### src/rtl/byte_basher_pkg.sv
// byte_basher_pkg: shared constants and FSM encoding for the sensor front end
package byte_basher_pkg;
    localparam int DEFAULT_NUM_SENSORS = 3;
    localparam int HIT_COUNT_W = 8;
    localparam logic [1:0] ARMED = 2'd0;
    localparam logic [1:0] LOCKOUT = 2'd1;
    localparam logic [1:0] WAIT_RELEASE = 2'd2;
    function automatic int cnt_w(input int n);
        return (n > 1) ? $clog2(n) : 1;
    endfunction
endpackage

### src/rtl/sensor_debounce.sv
// sensor_debounce: two-flop synchroniser plus stable-count debounce for one raw line
module sensor_debounce
    import byte_basher_pkg::*;
#(
    parameter int DEBOUNCE_CYCLES = 500000
) (
    input  logic clk,
    input  logic rst,
    input  logic raw,
    output logic level
);
    localparam int CW = cnt_w(DEBOUNCE_CYCLES);
    logic [1:0] sync;
    logic [CW-1:0] cnt;
    always_ff @(posedge clk or posedge rst) begin
        if (rst) begin
            sync <= '0;
            cnt <= '0;
            level <= 1'b0;
        end else begin
            sync <= {sync[0], raw};
            if (sync[1] == level) begin
                cnt <= '0;
            end else if (cnt == CW'(DEBOUNCE_CYCLES - 1)) begin
                level <= ~level;
                cnt <= '0;
            end else begin
                cnt <= cnt + 1'b1;
            end
        end
    end
endmodule

### src/rtl/hit_sensor_frontend.sv
// hit_sensor_frontend: debounced sensor lines feeding a rising-edge arbiter with post-hit lockout
module hit_sensor_frontend
    import byte_basher_pkg::*;
#(
    parameter int NUM_SENSORS = DEFAULT_NUM_SENSORS,
    parameter int DEBOUNCE_CYCLES = 500000,
    parameter int LOCKOUT_CYCLES = 5000000
) (
    input  logic                   CLOCK_50,
    input  logic                   reset,
    input  logic                   enable,
    input  logic [NUM_SENSORS-1:0] GPIO_1,
    output logic [NUM_SENSORS-1:0] sensor_input,
    output logic                   hit_detected,
    output logic [NUM_SENSORS-1:0] sensor_level,
    output logic                   busy,
    output logic [HIT_COUNT_W-1:0] hit_count
);
    localparam int LW = cnt_w(LOCKOUT_CYCLES);
    logic [1:0] state;
    logic [LW-1:0] lock_cnt;
    logic [NUM_SENSORS-1:0] level_d;
    logic [NUM_SENSORS-1:0] rise;
    for (genvar i = 0; i < NUM_SENSORS; i++) begin : g_line
        sensor_debounce #(.DEBOUNCE_CYCLES(DEBOUNCE_CYCLES)) u_db (
            .clk(CLOCK_50),
            .rst(reset),
            .raw(GPIO_1[i]),
            .level(sensor_level[i])
        );
    end
    assign rise = sensor_level & ~level_d;
    // Leaving lockout with every line already released skips WAIT_RELEASE, giving LOCKOUT_CYCLES+1 hit spacing
    always_ff @(posedge CLOCK_50 or posedge reset) begin
        if (reset) begin
            state <= ARMED;
            lock_cnt <= '0;
            level_d <= '0;
            sensor_input <= '0;
            hit_detected <= 1'b0;
            busy <= 1'b0;
            hit_count <= '0;
        end else begin
            level_d <= sensor_level;
            hit_detected <= 1'b0;
            busy <= state != ARMED;
            if (!enable) begin
                state <= ARMED;
            end else begin
                case (state)
                    ARMED: if (|rise) begin
                        hit_detected <= 1'b1;
                        sensor_input <= rise & (~rise + NUM_SENSORS'(1));
                        hit_count <= hit_count + HIT_COUNT_W'(hit_count != '1);
                        lock_cnt <= LW'(LOCKOUT_CYCLES - 1);
                        state <= LOCKOUT;
                    end
                    LOCKOUT: if (lock_cnt == '0) state <= (|sensor_level) ? WAIT_RELEASE : ARMED;
                             else lock_cnt <= lock_cnt - 1'b1;
                    WAIT_RELEASE: if (!(|sensor_level)) state <= ARMED;
                    default: state <= ARMED;
                endcase
            end
        end
    end
endmodule

### config.mk
export PLATFORM = sky130hd
export DESIGN_NAME = hit_sensor_frontend
export DESIGN_NICKNAME = d
export VERILOG_FILES = /design/src/rtl/byte_basher_pkg.sv /design/src/rtl/sensor_debounce.sv /design/src/rtl/hit_sensor_frontend.sv
export SDC_FILE = /design/constraint.sdc
export NUM_CORES = 1
export LEC_CHECK = 0
export BUFFER_PORTS_ARGS = -buffer_cell sky130_fd_sc_hd__buf_2
export CORE_MARGIN = 3
export CORE_UTILIZATION = 55
export DETAILED_ROUTE_END_ITERATION = 7
export PLACE_DENSITY = 0.76
export SLEW_MARGIN = 5
export SYNTH_ARGS = -nofsm -noshare
export SYNTH_HDL_FRONTEND = slang
export SYNTH_HIERARCHICAL = 1
export SYNTH_SLANG_ARGS = --single-unit
### constraint.sdc
create_clock -name CLOCK_50 -period 2 [get_ports CLOCK_50]
set_input_delay 0.4 -clock CLOCK_50 [delete_from_list [all_inputs] [get_ports CLOCK_50]]
set_output_delay 0.4 -clock CLOCK_50 [all_outputs]
set_load 0.05 [all_outputs]
# [Yosys cells after proc, flatten, opt, wreduce, memory -nomap -nowiden]
# Cells that the tools add are included.
[word_totals] inputBits=6 elab_cells=76 register_bits=107
[op_classes] n_reduce_logical=12 bitwise_logic=10 n_eq_ne=14 muxes=18 add_sub_neg=6
[op_table] cell="19-bit two-way mux" n=6
[op_table] cell="19-bit by 1-bit adder with 19-bit output, second input constant" n=3
[op_table] cell="19-bit == test, second input constant" n=3
[op_table] cell="23-bit two-way mux" n=2
[op_table] cell="23-bit case mux with 2 select lines" n=1
[op_table] cell="23-bit zero test" n=1
[op_table] cell="23-bit by 1-bit subtractor with 23-bit output, second input constant" n=1
[op_table] cell="2-bit two-way mux" n=5
[op_table] cell="3-bit != test, second input constant" n=3
[op_table] cell="8-bit by 1-bit adder with 8-bit output" n=1
[op_table] cell="8-bit != test, second input constant" n=1
[op_table] cell="3-bit AND" n=2
[op_table] cell="1-bit inverter" n=6
[op_table] cell="3-bit inverter" n=2
[op_table] cell="2-bit case mux with 3 select lines" n=1
[op_table] cell="2-bit AND reduction" n=3
[op_table] cell="3-bit AND reduction" n=2
[op_table] cell="3-bit OR reduction" n=2
[op_table] cell="2-bit != test, second input constant" n=2
[op_table] cell="4-bit AND reduction" n=1
[op_table] cell="2-bit nonzero test" n=2
[op_table] cell="3-bit by 1-bit adder with 3-bit output, second input constant" n=1
[op_table] cell="1-bit == test" n=3
[op_table] cell="1-bit two-way mux" n=3
[op_table] cell="other kinds (3)" n=3

# [Logic depth before layout (Yosys ltp)]
[logic_depth] ltp_word=6 ltp_mapped=8 depth_no_buf=8

# [Cells and area by module]
# The synthesis kept the hierarchy.
[by_module_without_submodules] mod="sensor_debounce" seq_area_each_um2=550.5 area_per_inst_um2=1091.0 n_inst=3 cells_each=103
[by_module_without_submodules] mod="hit_sensor_frontend" seq_area_each_um2=1026.0 area_per_inst_um2=2000.7 n_inst=1 cells_each=191

# [Least setup slack after synthesis]
# OpenSTA, ideal clock, no wires.
[synth_timing] kind="register to register" from="register g_line[0].u_db.level" to="register lock_cnt[15]" period_less_slack_ns=2.191 slack_ns=-0.191 path_buffers=0 stages_incl_launch_ff=6 arrival_time_ns=2.113 cell_sequence="dfrtp_1 > nand2b_1 > a41oi_2 > o2111ai_4 > or4b_1 > a21oi_1"
[synth_between] elab_chain_cells=4
[synth_rtl] item="start, declared" line="sensor_debounce.sv:10" text="output logic level"
[synth_rtl] item="start signal, assigned" line="sensor_debounce.sv:25" text="level <= ~level;"
[synth_rtl] item="3-bit AND" line="hit_sensor_frontend.sv:32" text="assign rise = sensor_level & ~level_d;"
[synth_rtl] item="3-bit OR reduction" line="hit_sensor_frontend.sv:51" text="ARMED: if (|rise) begin"
[synth_rtl] item="2-bit != test (no source line)"
[synth_rtl] item="4-bit AND reduction (no source line)"
[synth_rtl] item="end signal, assigned" line="hit_sensor_frontend.sv:55" text="lock_cnt <= LW'(LOCKOUT_CYCLES - 1);"
[synth_rtl] item="end signal, assigned" line="hit_sensor_frontend.sv:59" text="else lock_cnt <= lock_cnt - 1'b1;"
[synth_rtl] item="end, declared" line="hit_sensor_frontend.sv:21" text="logic [LW-1:0] lock_cnt;"
# Every way passes these cells.
# A chain may end at the register's enable or synchronous reset.

# [Worst setup path after layout]
[layout_timing] from="register lock_cnt[7]" to="register lock_cnt[11]"
[layout_between] elab_chain_cells=3 word_cells_on_any_way=6 classes_between="add/sub (1); eq/ne (1); mux (2); reduce/logical (2)"
[layout_rtl] item="23-bit by 1-bit subtractor with 23-bit output / 23-bit zero test (equally long branches)" line="hit_sensor_frontend.sv:59, hit_sensor_frontend.sv:58"
[layout_rtl] item="23-bit two-way mux / 2-bit != test (equally long branches)"
[layout_rtl] item="23-bit case mux with 2 select lines / 4-bit AND reduction (equally long branches)"
# Parallel ways exist; a longest one is shown, timed or not. The select of a mux whose other input is x is not followed.

==> flow_metrics.tcl <==
set metrics [dict create \
    fin_crit_sh 1.040 \
    rr_startpoint "lock_cnt[7]$_DFFE_PP0P_" \
    total_power_w 0.003663 \
    fin_nets 576 \
    grt-ovfl-total 0 \
    grt.total_usage 0.1984 \
    crit_arrival_ns 2.39 \
    yosysWarnings 6 \
    pwr_density_cell_nw_per_um2 601.1 \
    core_area_um2 9284 \
    place.detailed.instances 669 \
    antenna_found_initial 0 \
    ioPinCount 22 \
    avgSynthCellArea_um2 10.55 \
    cts.path.max_buffers 2 \
    syn_nets 512 \
    cts_tree "yes" \
    startpoint_type "flip-flop" \
    drcViolationCount 0 \
    final_cell_mix "dfrtp_1, nor2_1, buf_4, nand2_1, xor2_1" \
    period_needed_ns 2.080 \
    slew_violations 0 \
    synth_xor_area_frac 0.09134 \
    endpoint_kind "flip-flop" \
    hold_viol 0 \
    postSynth.asyncResetShare 1.000 \
    vias 3962 \
    synth_mux_area_frac 0.01068 \
    synth.distinct_cells 55 \
    synth_top_family_by_area "simple AND/OR/NAND/NOR gates" \
    grt_pass1_wl_um 17810 \
    final_cells 698 \
    gp_congestion 0.8481 \
    fmax_mhz 480.7 \
    violations "negative setup slack" \
    p_int_w 0.002813 \
    synth_adder_area_share 0.01423 \
    critical_path_class "flip-flop to flip-flop" \
    yosys.area_share.simple 0.2603 \
    fp.dieH_um 103.9 \
    max_stage_delay_ns 0.60 \
    wire_per_inst_um 14.80 \
    synth_edf_count 0 \
    pwr-share-seq 0.601 \
    p_leak_nw 2.763 \
    rows 35 \
    seq_area_frac_synth 0.5077 \
    synth_top_flop_cell "dfrtp_1" \
    mostFrequentLayoutCell "dfrtp_1" \
    hp-class "input port to asynchronous set/reset pin" \
    clock_skew_ns 0.005981 \
    maxCapViolations 0 \
    die_area_um2 10800 \
    drtIter0Drc 114 \
    pwr-share-comb 0.031 \
    switching_share 0.2320 \
    crit_slowest_cell "or4_4" \
    rsz0062_at_grt "true" \
    ant_nets 0 \
    setup-violations-final 13 \
    start_util 0.5681 \
    synth_area_um2 5274 \
    clock_latency_ns 0.38 \
    cts_htree_levels 3 \
    cts-buffers-inserted 9 \
    worst_slack_ns -0.08028 \
    pwr-share-clk 0.368 \
    vias_per_cell 5.676 \
    crit_chain "or4_4 > nand4bb_4 > buf_6 > o21a_4 > and4_1 > o21ai_1" \
    synth-seq-cells 107 \
    tightest_slew_ns 0.7932 \
    layout-drive-gt1-share 0.2285 \
    die_x_um 103.9 \
    syn_inst 500 \
    drt_wl_total_um 10330 \
    grt_max_degree 42 \
    port_buffers 21 \
    vdd_drop_max_mv 0.6180 \
    required_ns 2.31 \
    fin_util 0.6565 \
    p_switching_w 0.0008500 \
    num_antenna_cells 0 \
    detailed_place_hpwl_um 6976 \
    synth_compound_area_frac 0.08446 \
    cts.sinks 107 \
    run_status "complete, but fails checks" \
    path_clk_slew_ns 0.10 \
    crit_path_start "lock_cnt[7]$_DFFE_PP0P_" \
    path_max_fanout 5 \
    relSlewSlack 0.4706 \
    syn_to_final_growth_pct 15.56 \
    grt_pass1_vias 3897 \
    root_buffer "clkbuf_8" \
    drt_pass1_iterations 4 \
    hold_ws_ns 0.08242 \
]
cell type report:
class	count	area, um^2
fill	740	3189
sequential	107	2685
multi-input combinational	374	2577
timing repair buffer	64	439.2
tap	129	161.4
clock buffer	10	127.6
clock inverter	6	73.82
inverter	8	30.03
per-stage QoR:
step	setup TNS (ns)	area, um^2	setup slack (ns)
6_report	-0.6062	6095	-0.08028
5_1_grt	-2.061	6095	-0.1410
4_1_cts	-0.2804	5917	-0.05418
3_5_place_dp	-0.4602	5680	-0.1146
3_3_place_gp	-0.07513	5680	-0.06322
2_1_floorplan	-0.1488	5298	-0.03440
registers in the layout, indices dropped and copies added, names as in the netlist:
| name | cells |
|---|---|
| g_line.u_db/cnt | 57 |
| lock_cnt | 23 |
| hit_count | 8 |
| g_line.u_db/sync | 6 |
| g_line.u_db/level | 3 |
| level_d | 3 |
| sensor_input | 3 |
| state | 2 |
| busy | 1 |
| hit_detected | 1 |
kinds of logic (layout without fill, tap and decap cells):
family,count (synthesis),in the layout
muxes,4,4
and+or+nand+nor,238,238
buffers and inverters,23,88
adders and majority gates,6,6
AOI/OAI and AO/OA,67,71
DFF,107,107
xor gates and xnor gates,55,55
timing repair:
item | 4_1_cts | 5_1_grt
pin swaps | 7 | 13
cloned | 1 | 3
resized for setup | 7 | 22
buffers inserted | 2 | 7
endpoints found under the setup margin | 16 | 23
hold buffers | 0 | 0
layer usage:
layer / part of all wire / global-route usage / up-vias
met1: 0.45 / 0.2647 / 1949
met2: 0.50 / 0.3250 / 69
met3: 0.041 / 0.05152 / 5
li1: - / - / 1939
met5: 0 / 0 / -
met4: 0.0086 / 0.05223 / 0
worst max-delay path: cells and delay by family (launching register included):
| kind | cells | cell delay (ns) |
|---|---|---|
| simple gates | 3 | 1.10 |
| buf+inv | 1 | 0.17 |
| compound gates | 2 | 0.35 |
| flops | 1 | 0.40 |
synth_stat cells (all sizes together) (2+ instances only):
cell     number  area [um^2]
dfrtp       107         2678
nor2         62        251.5
nand2        35        131.4
xor2         29        254.0
nand3        26        130.1
xnor2        26        227.7
a21oi        23        115.1
o21ai        19        95.09
and3         18        112.6
nand4        15        93.84
nor3         15        90.09
and4         11        100.1
or4          10        93.84
nor4          9        71.32
clkbuf        8        33.78
buf           7        101.4
inv           7        26.28
or3           7        43.79
or4b          7        70.07
ha            6        75.07
nand4b        6        52.55
nand2b        5        31.28
o31ai         5        37.54
or2           5        31.28
mux2          4        56.30
o41ai         4        35.03
a21bo         3        30.03
and2          3        18.77
o2111ai       3        43.80
a31oi         2        12.51
o211ai        2        15.01
worst paths after layout:
kind                       cells past startpoint                                to  slack, ns
max in group asynchronous                      2  g_line[2].u_db/level$_DFFE_PP0P_       1.27
min                                            3  g_line[0].u_db/level$_DFFE_PP0P_       0.08
min in group CLOCK_50                          1  g_line[0].u_db/sync[0]$_DFF_PP0_       0.12
min reg2reg                                    0  g_line[1].u_db/sync[1]$_DFF_PP0_       0.36
max                                            6          lock_cnt[11]$_DFFE_PP0P_      -0.08
max reg2reg                                    6          lock_cnt[11]$_DFFE_PP0P_      -0.08
power by group through the flow:
stage	Clock, W	Sequential, W	Combinational [W]
final	0.00135	0.00220	0.000114
after detailed placement	0	0.00224	0.000117
after floorplan	0	0.00224	0.0000913
after global routing	0.00147	0.00221	0.000133
after global placement	0	0.00224	0.000115
after CTS	0.00139	0.00220	0.000118
No activity file was read; power rests on OpenSTA's default activity.
